## src/rtl/debug_unit.sv

```systemverilog
// Byte-command sequencer sitting between a UART byte link and the accumulator CPU:
// loads program memory, gates the CPU clock-enable and reports PC/ACC/cycle count.
module debug_unit #(
  parameter int BITS     = 16,
  parameter int ADDR     = BITS - 5,
  parameter int CNT_BITS = 16
) (
  input  logic            i_clk,
  input  logic            i_rst,
  input  logic [7:0]      i_rx_data,
  input  logic            i_rx_valid,
  output logic [7:0]      o_tx_data,
  output logic            o_tx_start,
  input  logic            i_tx_done,
  output logic            o_cpu_en,
  output logic            o_cpu_rst,
  output logic            o_imem_we,
  output logic [ADDR-1:0] o_imem_addr,
  output logic [BITS-1:0] o_imem_data,
  input  logic [ADDR-1:0] i_pc,
  input  logic [BITS-1:0] i_acc,
  input  logic            i_halt
);

  localparam int OP_W   = BITS - ADDR;
  localparam int REP_W  = 2 * BITS + CNT_BITS;
  localparam int NBYTES = REP_W / 8;
  localparam int IDX_W  = $clog2(NBYTES);
  localparam logic [ADDR-1:0] ADDR_MAX = '1;

  typedef enum logic [2:0] {IDLE, LD_HI, LD_LO, LD_WR, RUN, STEP, TX, TX_WAIT} state_t;

  state_t                state;
  logic [ADDR-1:0]       ld_addr;
  logic [BITS-9:0]       hi_byte;
  logic [CNT_BITS-1:0]   cnt;
  logic [IDX_W-1:0]      byte_idx;
  logic [REP_W-1:0]      snap;
  logic [REP_W-1:0]      report_now;

  function automatic logic [CNT_BITS-1:0] sat_inc(input logic [CNT_BITS-1:0] c);
    return (c == '1) ? c : c + CNT_BITS'(1);
  endfunction

  // A load ends on the HLT word or on the top address; the address never wraps.
  function automatic logic is_last(input logic [BITS-1:0] w, input logic [ADDR-1:0] a);
    return (w[BITS-1 -: OP_W] == '0) || (a == ADDR_MAX);
  endfunction

  function automatic logic [7:0] byte_of(input logic [REP_W-1:0] rep,
                                         input logic [IDX_W-1:0] idx);
    logic [REP_W-1:0] sh;
    sh = rep >> (8 * (NBYTES - 1 - int'(idx)));
    return sh[7:0];
  endfunction

  assign report_now = {{(BITS-ADDR){1'b0}}, i_pc, i_acc, cnt};

  // Combinational so the CPU stops on the very cycle its halt is visible.
  assign o_cpu_en = ((state == RUN) || (state == STEP)) && !i_halt;

  always_ff @(posedge i_clk) begin
    if (i_rst) begin
      state       <= IDLE;
      ld_addr     <= '0;
      hi_byte     <= '0;
      cnt         <= '0;
      byte_idx    <= '0;
      snap        <= '0;
      o_tx_data   <= '0;
      o_tx_start  <= 1'b0;
      o_cpu_rst   <= 1'b0;
      o_imem_we   <= 1'b0;
      o_imem_addr <= '0;
      o_imem_data <= '0;
    end else begin
      o_tx_start <= 1'b0;
      o_cpu_rst  <= 1'b0;
      o_imem_we  <= 1'b0;
      case (state)
        IDLE: if (i_rx_valid) begin
          case (i_rx_data)
            8'h4C: begin state <= LD_HI; ld_addr <= '0; end
            8'h43: state <= RUN;
            8'h53: state <= STEP;
            8'h52: begin o_cpu_rst <= 1'b1; cnt <= '0; end
            default: ;
          endcase
        end
        LD_HI: if (i_rx_valid) begin
          hi_byte <= i_rx_data;
          state   <= LD_LO;
        end
        // Write strobe and the end-of-load CPU reset are registered into the LD_WR cycle.
        LD_LO: if (i_rx_valid) begin
          o_imem_we   <= 1'b1;
          o_imem_addr <= ld_addr;
          o_imem_data <= {hi_byte, i_rx_data};
          if (is_last({hi_byte, i_rx_data}, ld_addr)) begin
            o_cpu_rst <= 1'b1;
            cnt       <= '0;
          end
          state <= LD_WR;
        end
        LD_WR: begin
          if (is_last(o_imem_data, o_imem_addr)) begin
            state <= IDLE;
          end else begin
            ld_addr <= ld_addr + ADDR'(1);
            state   <= LD_HI;
          end
        end
        RUN: begin
          if (i_halt) begin
            byte_idx <= '0;
            state    <= TX;
          end else begin
            cnt <= sat_inc(cnt);
          end
        end
        STEP: begin
          if (!i_halt) cnt <= sat_inc(cnt);
          byte_idx <= '0;
          state    <= TX;
        end
        // Snapshot on the first byte, after any step has landed in PC/ACC.
        TX: begin
          if (byte_idx == '0) begin
            snap      <= report_now;
            o_tx_data <= byte_of(report_now, '0);
          end else begin
            o_tx_data <= byte_of(snap, byte_idx);
          end
          o_tx_start <= 1'b1;
          state      <= TX_WAIT;
        end
        TX_WAIT: if (i_tx_done) begin
          if (byte_idx == IDX_W'(NBYTES - 1)) begin
            state <= IDLE;
          end else begin
            byte_idx <= byte_idx + IDX_W'(1);
            state    <= TX;
          end
        end
        default: state <= IDLE;
      endcase
    end
  end

endmodule

```

## config.mk

```make
export PLATFORM = sky130hd
export DESIGN_NAME = debug_unit
export DESIGN_NICKNAME = d
export VERILOG_FILES = /design/src/rtl/debug_unit.sv
export SDC_FILE = /design/constraint.sdc
export NUM_CORES = 1
export LEC_CHECK = 0
export BUFFER_PORTS_ARGS = -buffer_cell sky130_fd_sc_hd__buf_2
export CORE_ASPECT_RATIO = 2
export CORE_MARGIN = 1.5
export CORE_UTILIZATION = 51
export CTS_CLUSTER_SIZE = 25
export DETAILED_ROUTE_END_ITERATION = 6
export HOLD_SLACK_MARGIN = 0.12
export PLACE_DENSITY = 0.75
export SLEW_MARGIN = 15
export SYNTH_ARGS = -nofsm -noshare
export SYNTH_HDL_FRONTEND = slang
export SYNTH_SLANG_ARGS = --single-unit
```

## constraint.sdc

```tcl
create_clock -name i_clk -period 2.35 [get_ports i_clk]
set_input_delay 0.1175 -clock i_clk [delete_from_list [all_inputs] [get_ports i_clk]]
set_output_delay 0.1175 -clock i_clk [all_outputs]
set_load 0.1 [all_outputs]
```

======== After elaboration in Yosys (flattened, before gate mapping) ========
Index checks and enable logic that the tools add are counted.
Widths: inputs -> output; s select.
word-level totals
  register bits after elaboration ......... 122
  output and inout port bits .............. 39
  logic and storage cells ................. 99
operators by class
  add/sub/neg operators ................... 4
  equality and inequality tests ........... 28
  shift-type cells ........................ 1
  multiplexer cells ....................... 32
  bitwise logic cells ..................... 1
  reductions and logical operators ........ 21
operators by type and width
  cell                   number
  $mux 16                6
  $pmux 16 s3            1
  $shr 43x32->8          1
  $mux 11                3
  $eq 8x7->1 const B     4
  $mux 3                 9
  $pmux 3 s8             1
  $eq 11x11->1 const B   2
  $pmux 11 s2            1
  $ne 2x2->1 const B     10
  $pmux 3 s3             2
  $add 16x1->16 const B  1
  $eq 16x16->1 const B   1
  $eq 3x3->1 const B     5
  $add 11x1->11 const B  1
  $logic_not 5->1        2
  $mux 8                 1
  $reduce_and 4->1       2
  $mux 1                 7
  $reduce_and 7->1       1
  $eq 3x2->1 const B     2
  $logic_not 3->1        2
  $reduce_and 2->1       3
  $reduce_and 6->1       1
  13 further kinds       18

======== Longest topological paths before layout ========
  depth after elaboration ................. 5
  mapped depth ............................ 9
  gate-level depth less buffers ........... 7

======== Least setup slack after synthesis ========
OpenSTA, ideal clock, no wires.
  kind .................................... reg-to-reg
  start point ............................. register byte_idx[1]
  end point ............................... register o_tx_data[2]
  setup time .............................. 0.128 ns
  arrival ................................. 2.196 ns
  slack ................................... 0.026 ns
  cell stages (with the launch flop) ...... 10
  path buffers ............................ 2
  clock period less this slack ............ 2.324 ns
  cell sequence ........................... dfxtp_1 buf_2 clkinv_1 ha_1 clkbuf_1 mux4_2 nand2_1 o21ai_0 a222oi_1 nor2_1
on the way
  longest elaborated chain between the ends .. 3
  elaborated cells on any way between the ends .. 4
  those cells by class .................... add/sub: 1; shift: 1; mux: 1; reduce/logical: 1
ends and longest elaborated chain
  item                      RTL line  source
  start: declaration        37        logic [IDX_W-1:0] byte_idx;
  start signal: assignment  141       byte_idx <= byte_idx + IDX_W'(1);
  $sub 3x3->4               53        sh = rep >> (8 * (NBYTES - 1 - int'(idx)));
  $shr 43x32->8             53
  $mux 8 (*)                128       if (byte_idx == '0) begin
  end signal: assignment    130       o_tx_data <= byte_of(report_now, '0);
  end signal: assignment    132       o_tx_data <= byte_of(snap, byte_idx);
  end: declaration          12        output logic [7:0] o_tx_data,
Every way passes the cells marked *; elsewhere a longest branch is shown, timed or not.
A chain may end at the register's enable or synchronous reset.

======== Worst setup path after layout ========
  start point ............................. register state[2]
  end point ............................... output o_cpu_en
on the way
  longest elaborated chain between the ends .. 3
  elaborated cells on any way between the ends .. 4
  those cells by class .................... eq/ne: 2; reduce/logical: 2
ends and longest elaborated chain
  item                      RTL line  source
  start: declaration        33        state_t state;
  start signal: assignment  64        state <= IDLE;
  start signal: assignment  83        8'h4C: begin state <= LD_HI; ld_addr <= '0; end
  start signal: assignment  84        8'h43: state <= RUN;
  $eq 3x3->1                60        assign o_cpu_en = ((state == RUN) || (state == STEP)) && !i_halt;
  $logic_or 1x1->1 (*)      60
  $logic_and 1x1->1 (*)     60
  end: declaration          15        output logic o_cpu_en,
Marked as above.

==> impl_metrics.toml <==
[sta]
period_minus_slack_ns = 2.186
hold_viol = 0
rsz0062_at_grt = "false"
setup_violations = 0
clock.fmax_ghz = 0.4574
slew_violations = 0
worstMarginPinSlew_ns = 0.6653
final.setup.tns_ns = 0
skew_ns = 0.01043
slew_headroom_pct = 55.31
post-route-period-util_pct = 93.03

[yosys]
synth_top_family_by_area = "simple AND/OR/NAND/NOR gates"
yosysWarnings = 0
synth_xor_area_share_pct = 0
synth_seq_cells = 122
syn-cell-area_mm2 = 0.005451
synth-compound-area-share_pct = 21.02
synth-simple-area-share_pct = 24.15
muxShareOfSynthArea_pct = 3.695
synth_cell_type_count = 61
syn_inst = 682
syn_avg_cell_area_um2 = 7.993
ys_seq_area_share_pct = 44.80
ys.flop_type = "dfxtp_1"
synth_edf_count = 0
synth_fa_ha_area_share_pct = 1.377
syn_nets = 728
async_flop_share_pct = 0

[final_layout]
layout-drive-gt1-share_pct = 18.02
layout.nets = 832
fill_cells = 867
finalInstanceArea_mm2 = 0.006934
fin_cells = 936
diodes = 0
syn2layout_area_growth_pct = 27.20

[power]
peakVddDrop_v = 0.0008073
p_switching_mw = 0.9987
seq_power_share_pct = 42.4
swShare_pct = 20.42
power_density_mw_per_mm2 = 705.2
leakage_nw = 2.517
pwr-share-comb_pct = 3.1
clkPwrFrac_pct = 54.5
p_int_mw = 3.892

[global_routing]
grt_pass1_wl_um = 25120
grtUsageTotal_pct = 28.02
grt_max_degree = 59
grt_antenna_before_repair = 0
overflow = 0
grt_pass1_vias = 5330

[drt]
antenna_left = 0
drt_iter0_drc = 320
drc = 0
wl_per_cell_um = 16.66
wirelength_um = 15600
drt-vias-per-instance = 5.806
vias = 5434
dr.pass1.iters = 7

[die]
num_rows = 53
io_pins = 79
core_mm2 = 0.01048
fp.dieH_um = 149.2
initial_core_util_pct = 52.03
die_x_um = 76.11
die_area_mm2 = 0.01136

[setup_path]
cp_data_arrival_time_ns = 2.07
worst-endpoint-required_ns = 2.23
path_max_fanout = 18
worstSetupPathType = "reg2out"
start_kind = "register"
worstSetupEndpointType = "primary output"

[clock_tree]
clock_latency_ns = 0.41
cts_buffers = 17
clk_pin_slew_ns = 0.05
clockBufferDepth = 2
cts-root-buf = "clkbuf_16"
cts.sinks = 122
cts-htree-levels = 4
cts_tree = "done"

[run_status]
status = "complete, no violations"

[placement]
gp_congestion = 0.8843
port_buffers = 78
post-dp-hpwl_um = 10660
place_inst = 868
placed_area_mm2 = 0.005949

[job]
max_cap_violations = 0

[worst_hold_path]
hp-class = "in2reg"
through the flow:
step	setup slack [ns]	hold WS, ns	power, mW	util, %
floorplan	0.02637	0.2535	2.163	-
global placement	0.3285	0.3578	2.217	56.78
detailed placement	0.2350	0.3683	2.218	56.78
CTS	0.06432	0.1437	4.915	66.07
global route	0.01246	0.1863	5.026	66.18
finish	0.1639	0.1606	4.890	66.18
layer usage:
layer	global-route usage [%]	share of wire [%]
met5	0	0
met4	19.91	5.4
met3	5.933	3.9
met2	52.48	55
met1	26.75	36
area by class of cell:
class / count / area, um^2 / area share (%)
inverter: 19 / 71.32 / 1.029
tap: 137 / 171.4 / 2.472
multi-input combinational: 496 / 2748 / 39.62
timing repair buffer: 130 / 888.4 / 12.81
clock buffer: 21 / 470.5 / 6.785
clock inverter: 11 / 142.6 / 2.057
sequential: 122 / 2442 / 35.22
what timing repair did:
action / in CTS / in global routing
endpoints found under the hold margin: 62 / 0
endpoints found under the setup margin: 0 / 2
hold buffers: 36 / 0
gates resized for setup: 0 / 2
buffers inserted: 0 / 0
flip-flops by register name, summed over array words and instances (netlist names):
| register | count |
|---|---|
| o_imem_we | 1 |
| o_tx_data | 8 |
| o_imem_data | 16 |
| o_tx_start | 1 |
| o_imem_addr | 11 |
| snap | 43 |
| ld_addr | 11 |
| o_cpu_rst | 1 |
| cnt | 16 |
| byte_idx | 3 |
| hi_byte | 8 |
| state | 3 |
power by group through the flow:
stage	sequential (mW)	clock [mW]	combinational [mW]
after detailed placement	2.12	0	0.103
after global routing	2.07	2.79	0.162
after global placement	2.12	0	0.101
final	2.07	2.67	0.152
after CTS	2.07	2.70	0.149
after floorplan	2.12	0	0.0471
path summary, 6_finish.rpt:
| kind | from | to | slack, ns | cells past startpoint |
|---|---|---|---|---|
| worst max-delay path | state[2]$_SDFFE_PP0P_ | o_cpu_en | 0.16 | 3 |
| worst min-delay path | i_tx_done | state[2]$_SDFFE_PP0P_ | 0.16 | 4 |
| worst max register to register | ld_addr[0]$_SDFFE_PP0P_ | cnt[12]$_SDFFE_PP0P_ | 0.20 | 6 |
| worst min register to register | o_imem_data[7]$_SDFFE_PP0P_ | o_imem_data[7]$_SDFFE_PP0P_ | 0.45 | 2 |
cell families after synthesis:
kind of cell,Yosys count
AND/OR/NAND/NOR,292
buffers and inverters,64
multiplexers,15
flip-flops,122
AO/OA/AOI/OAI,183
adder cells (fa/ha/maj),6
synthesized netlist by cell type, types with 9 or more instances:
cell type  number  area (um^2)
buf_2          15        75.07
mux2i_1        10        100.1
inv_1          18        67.56
nand4_1        10        62.56
and3_1          9        56.30
dfxtp_1       122         2442
a21oi_1        97        485.5
nand3_1        20        100.1
clkbuf_1       28        105.1
o21ai_0        18        90.09
a311oi_1       11        96.34
nor2_1         23        86.33
nand2_1       185        694.4
nor3_1         13        65.06
cells in the final DEF, fill, tap and decap left out, types with 9 or more instances in the layout:
cell type | netlist | routed
nand4_1 | 10 | 10
a311oi_1 | 11 | 11
buf_2 | 15 | 76
clkbuf_16 | 0 | 17
inv_1 | 18 | 18
nand3_1 | 20 | 20
buf_4 | 1 | 16
dlygate4sd3_1 | 0 | 36
dfxtp_1 | 122 | 122
a21oi_1 | 97 | 97
nor3_1 | 13 | 13
nand2_1 | 185 | 185
o21ai_0 | 18 | 18
mux2i_1 | 10 | 10
nor2_1 | 23 | 23
and3_1 | 9 | 9
critical path, cell delays in order (launching register included):
cell and delay [ns]:
dfxtp_1 0.63, or3b_4 0.46, inv_1 0.18, clkbuf_4 0.37
Note: power is estimated with default switching activity, not from simulation.
